<file path="config.mk">
export PLATFORM = sky130hd
export DESIGN_NAME = multiplexador_pipeline
export DESIGN_NICKNAME = d
export VERILOG_FILES = /design/src/rtl/multiplexador_pipeline.sv
export SDC_FILE = /design/constraint.sdc
export NUM_CORES = 1
export LEC_CHECK = 0
export BUFFER_PORTS_ARGS = -buffer_cell sky130_fd_sc_hd__buf_4
export CELL_PAD_IN_SITES_DETAIL_PLACEMENT = 1
export CELL_PAD_IN_SITES_GLOBAL_PLACEMENT = 2
export CORE_MARGIN = 1.5
export CORE_UTILIZATION = 32
export CTS_CLUSTER_SIZE = 28
export DETAILED_ROUTE_END_ITERATION = 8
export GPL_TIMING_DRIVEN = 1
export PLACE_DENSITY = 0.83
export RECOVER_POWER = 25
export REMOVE_ABC_BUFFERS = 1
export SLEW_MARGIN = 15
export SYNTH_ARGS = -nofsm -noshare
export SYNTH_HDL_FRONTEND = slang
export SYNTH_SLANG_ARGS = --single-unit
</file>
<file path="constraint.sdc">
create_clock -name clk -period 2.3 [get_ports clk]
set_input_delay 0.46 -clock clk [delete_from_list [all_inputs] [get_ports clk]]
set_output_delay 0.46 -clock clk [all_outputs]
set_load 0.005 [all_outputs]
</file>
<file path="src/rtl/multiplexador_pipeline.sv">
// Registered N-way word select feeding a 2-entry elastic buffer (head + skid).
// The select can be locked to the last unlocked select; out-of-range selects yield a zero word with err set.
module multiplexador_pipeline #(
   parameter int WIDTH    = 5,
   parameter int CHANNELS = 4,
   parameter int SEL_W    = (CHANNELS > 1) ? $clog2(CHANNELS) : 1
) (
   input  logic                      clk,
   input  logic                      rst_n,
   input  logic [CHANNELS*WIDTH-1:0] in_data,
   input  logic [SEL_W-1:0]          sel,
   input  logic                      lock,
   input  logic                      in_valid,
   output logic                      in_ready,
   output logic [WIDTH-1:0]          out_data,
   output logic [SEL_W-1:0]          out_sel,
   output logic                      out_err,
   output logic                      out_valid,
   input  logic                      out_ready
);

   localparam logic [1:0] ST_EMPTY = 2'd0;
   localparam logic [1:0] ST_ONE   = 2'd1;
   localparam logic [1:0] ST_TWO   = 2'd2;

   logic [1:0]       state_q, state_d;
   logic             out_valid_q, out_valid_d;
   logic [SEL_W-1:0] lock_sel_q, lock_sel_d;
   logic [WIDTH-1:0] head_data_q, head_data_d, skid_data_q, skid_data_d;
   logic [SEL_W-1:0] head_sel_q, head_sel_d, skid_sel_q, skid_sel_d;
   logic             head_err_q, head_err_d, skid_err_q, skid_err_d;

   logic [WIDTH-1:0] chan [CHANNELS];
   logic [SEL_W-1:0] eff_sel;
   logic [WIDTH-1:0] new_word;
   logic             new_err;
   logic             accept, emit;

   genvar gi;
   generate
      for (gi = 0; gi < CHANNELS; gi++) begin : g_chan
         assign chan[gi] = in_data[gi*WIDTH +: WIDTH];
      end
   endgenerate

   // Selects with no matching channel fall through to the zero default.
   always_comb begin
      eff_sel  = lock ? lock_sel_q : sel;
      new_err  = (32'(eff_sel) >= 32'(CHANNELS));
      new_word = '0;
      for (int i = 0; i < CHANNELS; i++) begin
         if (eff_sel == SEL_W'(i)) new_word = chan[i];
      end
   end

   assign in_ready = (state_q != ST_TWO);
   assign accept   = in_valid && in_ready;
   assign emit     = out_valid_q && out_ready;

   always_comb begin
      state_d     = state_q;
      head_data_d = head_data_q;
      head_sel_d  = head_sel_q;
      head_err_d  = head_err_q;
      skid_data_d = skid_data_q;
      skid_sel_d  = skid_sel_q;
      skid_err_d  = skid_err_q;
      lock_sel_d  = (accept && !lock) ? sel : lock_sel_q;
      case (state_q)
         ST_EMPTY: begin
            if (accept) begin
               head_data_d = new_word;
               head_sel_d  = eff_sel;
               head_err_d  = new_err;
               state_d     = ST_ONE;
            end
         end
         ST_ONE: begin
            if (accept && emit) begin
               head_data_d = new_word;
               head_sel_d  = eff_sel;
               head_err_d  = new_err;
            end else if (accept) begin
               skid_data_d = new_word;
               skid_sel_d  = eff_sel;
               skid_err_d  = new_err;
               state_d     = ST_TWO;
            end else if (emit) begin
               state_d = ST_EMPTY;
            end
         end
         ST_TWO: begin
            if (emit) begin
               head_data_d = skid_data_q;
               head_sel_d  = skid_sel_q;
               head_err_d  = skid_err_q;
               state_d     = ST_ONE;
            end
         end
         default: state_d = ST_EMPTY;
      endcase
      out_valid_d = (state_d != ST_EMPTY);
   end

   always_ff @(posedge clk or negedge rst_n) begin
      if (!rst_n) begin
         state_q     <= ST_EMPTY;
         out_valid_q <= 1'b0;
         lock_sel_q  <= '0;
         head_data_q <= '0;
         head_sel_q  <= '0;
         head_err_q  <= 1'b0;
         skid_data_q <= '0;
         skid_sel_q  <= '0;
         skid_err_q  <= 1'b0;
      end else begin
         state_q     <= state_d;
         out_valid_q <= out_valid_d;
         lock_sel_q  <= lock_sel_d;
         head_data_q <= head_data_d;
         head_sel_q  <= head_sel_d;
         head_err_q  <= head_err_d;
         skid_data_q <= skid_data_d;
         skid_sel_q  <= skid_sel_d;
         skid_err_q  <= skid_err_d;
      end
   end

   assign out_data  = head_data_q;
   assign out_sel   = head_sel_q;
   assign out_err   = head_err_q;
   assign out_valid = out_valid_q;

endmodule

</file>
* Word-level counts from Yosys, hierarchy flattened
Cells that the tools add are included.
** Operators by class
- Add/subtract/negate cells :: 0
- Multiply operators :: 0
- Divide/modulo/power cells :: 0
- Order comparisons :: 0
- Eq/ne operators :: 9
- Shift operators :: 0
- Muxes and demuxes :: 23
- Bitwise operators :: 1
- Reductions and logical operators :: 11
** Operators with widths (count)
- $mux 5 :: 7
- $mux 2 :: 9
- $pmux 5 s3 :: 1
- $pmux 2 s3 :: 2
- $ne 2x2->1 const B :: 4
- $eq 2x2->1 const B :: 3
- $eq 2x1->1 const B :: 2
- $logic_and 1x1->1 :: 4
- $logic_not 2->1 :: 2
- $reduce_and 4->1 :: 1
- $mux 1 :: 3
- $pmux 1 s3 :: 1
- $reduce_and 3->1 :: 1
- $reduce_bool 3->1 :: 1
- $reduce_bool 2->1 :: 1
- $logic_not 1->1 :: 1
- $not 1->1 :: 1
** Storage, ports and cells
- Bits in registers :: 20
- Bits in latches :: 0
- Bits in writable memories :: 0
- Bits in read-only memories :: 0
- Input bits :: 27
- Output and inout bits :: 10
- Logic and storage cells :: 52
- Memories :: 0

* Logic depth before layout (Yosys ltp)
- Word-level depth :: 8
- Depth in mapped cells :: 5

* Worst setup path after synthesis
Ideal clock, no wire load.
- Kind :: in2reg
- Start point :: input lock
- End point :: register skid_data_q[2]
- Setup time :: 0.125 ns
- Arrival time :: 1.464 ns
- Required time :: 2.175 ns
- Path slack :: 0.711 ns
- Cell stages on the path :: 5
- Buffers on the path :: 1
- Cell sequence :: mux2i_2 > buf_6 > mux2i_1 > mux2i_1 > mux2_2
** Between the ends
- Longest elaborated chain between the ends :: 6
- Elaborated cells on any way between the ends :: 9
- Those cells by class :: eq/ne (3); mux (5); reduce/logical (1)
** RTL lines
- from (decl) :: RTL line 12 : input logic lock,
- $mux 2 * :: RTL line 48 : eff_sel = lock ? lock_sel_q : sel;
- $logic_not 2->1 :: RTL line 52 : if (eff_sel == SEL_W'(i)) new_word = chan[i];
- $mux 5 (3 in a row) :: RTL line 52
- $mux 5 * :: RTL line 52
- to (signal assigned) :: RTL line 123 : skid_data_q <= skid_data_d;
- to (decl) :: RTL line 29 : logic [WIDTH-1:0] head_data_q, head_data_d, skid_data_q, skid_data_d;
Mark *: on every way between the ends. The rest lies on a longest branch, timed or not.
A chain may end at the register's enable or synchronous reset.

* Worst setup path in the final report
- Start point :: register state_q[0]
- End point :: output in_ready
** Between the ends
- Longest elaborated chain between the ends :: 1
** RTL lines
- from (decl) :: RTL line 26 : logic [1:0] state_q, state_d;
- from (signal assigned) :: RTL line 117 : state_q <= state_d;
- $ne 2x2->1 :: RTL line 56 : assign in_ready = (state_q != ST_TWO);
- to (decl) :: RTL line 14 : output logic in_ready,
No other way between the ends.

==> Implementation_results.wiki <==
{| class="wikitable"
! Metric !! Value
|-
| Area of the placeable core || 3030 µm²
|-
| Timing-limited maximum frequency || 547 MHz
|-
| Net switching power || 0.492 mW
|-
| Placed instance count || 161
|-
| Data required, critical path || 1.84 ns
|-
| Top fanout value on the critical path || 12
|-
| Total clock buffers created by CTS || 3
|-
| Routed via count divided by cell count || 4.98
|-
| Status || completed
|-
| Post-synthesis cell type count || 22
|-
| Clock share of power || 11.7%
|-
| Max Cap Violations || 0
|-
| Post-detailed-route DRC marker count || 0
|-
| Via count of the first global-routing pass || 841
|-
| Post CTS Setup Buffer Count || 0
|-
| Iter 0 DRT Violations || 13
|-
| Power Density || 1070 nW/µm²
|-
| Post-route worst hold slack || 0.319 ns
|-
| Critical path launch point type || flop
|-
| Hold buffer count at CTS || 0
|-
| Number of cells in the finished layout apart from fillers || 165
|-
| Clock tree from TritonCTS || built
|-
| Number of warning messages in the yosys log || 0
|-
| Total detailed-routing wirelength || 2400 µm
|-
| Share of synthesized area occupied by flip-flops and latches || 47.0%
|-
| CP Cell Sequence || nand2b_1 > buf_4
|-
| GR Util All Layers || 14.5%
|-
| Data arrival time of the worst path || 1.37 ns
|-
| Synthesized area divided by synthesized cell count || 11.9 µm²
|-
| Maximum clock insertion buffer count || 2
|-
| Sum Neg Setup Slack || 0 ns
|-
| N_diodes || 0
|-
| Top-level I/O count || 37
|-
| Mapped Cells || 85
|-
| First-pass GRT wire length || 3900 µm
|-
| Tightest Hold Check Type || in2async
|-
| Root buf cell || clkbuf_4
|-
| Number of input and output port buffers inserted || 35
|-
| Area grow syn2layout || 31.8%
|-
| Clock latency on the worst-skew pair || 0.28 ns
|-
| DRT antenna net count || 0
|-
| Number of optimization iterations in the first detailed-route pass || 4
|-
| H-tree levels || 1
|-
| Standby leakage power || 0.619 nW
|-
| Fin. Hold Viols || 0
|-
| Number of vias after detailed routing || 822
|-
| Post-synth top area share || 47.0%
|-
| Core Rows || 20
|-
| Cell at the slowest stage of the critical path || dfrtp_1
|-
| RePlAce Congestion || 0.705
|-
| Slew at the pin with the worst max-slew slack || 1.03 ns
|-
| Starting utilization of the core area || 33.4%
|-
| Drt wl/cell || 14.6 µm
|-
| Summed instance area of the synthesized netlist || 1010 µm²
|-
| CP max stage delay || 0.57 ns
|-
| Antenna violations before repair || 0
|-
| CTS-repair resized insts || 0
|-
| Die boundary height || 59.2 µm
|-
| Combinational share of power || 45.0%
|-
| Unrepaired setup endpoints after global routing || no
|-
| Minimum clock period || 1.83 ns
|-
| Worst Skew || 0.00262 ns
|-
| Layout cells sized above 1 || 45.5%
|-
| Net count of the finished layout || 149
|-
| Floorplan die area || 3510 µm²
|-
| Die width || 59.2 µm
|-
| Cell taking the most area after synthesis || dfrtp_1
|-
| Final setup viols || 0
|-
| Post-detailed-placement half-perimeter wirelength || 1810 µm
|-
| Max_slew headroom || 31.4%
|-
| Cell Int Power || 0.932 mW
|-
| Part of the cycle the worst path needs || 79.4%
|-
| Maximum number of pins on one net before global-route repair || 20
|-
| Worst-path clk slew || 0.11 ns
|-
| Net switching fraction of the power || 34.5%
|-
| Cells taking the most area after synthesis || dfrtp_1 (47%), mux2i_1 (15%), mux2_2 (11%)
|-
| Final slew viol count || 0
|-
| Largest voltage drop on the vdd net || 0.385 mV
|-
| Number of sinks handled by clock tree synthesis || 19
|-
| Nature of the critical path endpoint || output port
|-
| Gr ovfl total || 0
|-
| Start-to-end type of the worst setup path || reg2out
|-
| Synthesized flop and latch total || 19
|-
| Sequential group share of total power || 43.3%
|}
## final timing paths
kind	slack [ns]	start	cells after the start	end
min in group clk	0.42	sel[1]	2	lock_sel_q[1]
setup reg to reg	0.75	state_q[1]	4	out_sel[1]
setup / recovery	0.47	state_q[0]	2	in_ready
hold reg to reg	0.51	skid_data_q[0]	1	skid_data_q[0]
max in group asynchronous	1.36	rst_n	1	lock_sel_q[0]
hold / removal	0.32	rst_n	1	out_data[4]
## layout by cell type, fill, tap and decap left out
cell type  count
mux2i_1       15
nand2_1        5
buf_4         35
mux2_2        10
nor2b_1        1
o221a_2        4
nand3_1        2
nor2_1         2
a21oi_1        3
or3_1          5
nand3b_1       1
o221a_1        1
a21o_1         2
conb_1         1
a21boi_0       1
o21ai_0        4
nand2b_1       2
clkbuf_4       3
clkbuf_1       2
dfrtp_1       19
o21ai_2        1
mux2i_2        2
## flip-flops by register name, summed over array words and instances, names as in the netlist
register,cells
out_sel,2
skid_data_q,5
lock_sel_q,2
state_q,2
out_valid,1
skid_sel_q,2
out_data,5
## cell usage after synthesis (all sizes together)
master / n
o221a: 5
nand3: 2
o21ai: 5
mux2: 10
clkbuf: 2
mux2i: 17
or3: 5
conb: 1
nand2: 5
dfrtp: 19
a21o: 2
nor2: 2
a21oi: 3
nor2b: 1
nand3b: 1
nand2b: 2
buf: 2
a21boi: 1
## worst max-delay path: cells and delay by family, from the launching register on
kind,cells,cell delay (ns)
simple gates,1,0.34
buf+inv,1,0.17
flops,1,0.57
## layout make-up
type / instances / area, µm²
clock buffers: 4 / 26.3
fillers: 335 / 1690
flip-flops and latches: 19 / 475
well taps: 44 / 55.1
repair buffers: 36 / 267
multi-input cells: 62 / 510
## cell families (layout without fill, tap and decap cells)
group / count (synthesis) / in the layout / synth area share [%]
muxes: 27 / 27 / 28.7
DFF: 19 / 19 / 47.0
and+or+nand+nor: 18 / 18 / 9.27
AOI/OAI and AO/OA: 16 / 16 / 12.1
buffers and inverters: 4 / 40 / 2.60
other: 1 / 1 / 0.370
## through the flow
stage	cell area (µm²)	util (%)	power [mW]	setup WS [ns]
floorplan	986	-	0.991	0.487
global placement	1310	43.3	1.24	0.526
detailed placement	1310	43.3	1.28	0.496
CTS	1340	44.2	1.45	0.455
global route	1330	44.0	1.54	0.376
finish	1330	44.0	1.42	0.473
## routing by layer
layer	share of wire, %	global-route usage, %	wire length, µm
met4	0	0.974	0
met3	5.9	2.18	141
met5	0	0	0
met2	51	26.4	1220
met1	43	18.9	1040
## power by group through the flow
| stage | combinational, mW | clock (mW) | sequential, mW |
|---|---|---|---|
| 2_1_floorplan | 0.395 | 0 | 0.596 |
| 3_3_place_gp | 0.627 | 0 | 0.612 |
| 3_5_place_dp | 0.654 | 0 | 0.625 |
| 4_1_cts | 0.656 | 0.173 | 0.617 |
| 5_1_grt | 0.711 | 0.187 | 0.644 |
| 6_report | 0.641 | 0.166 | 0.617 |
Power figures use the tool's default switching activity.
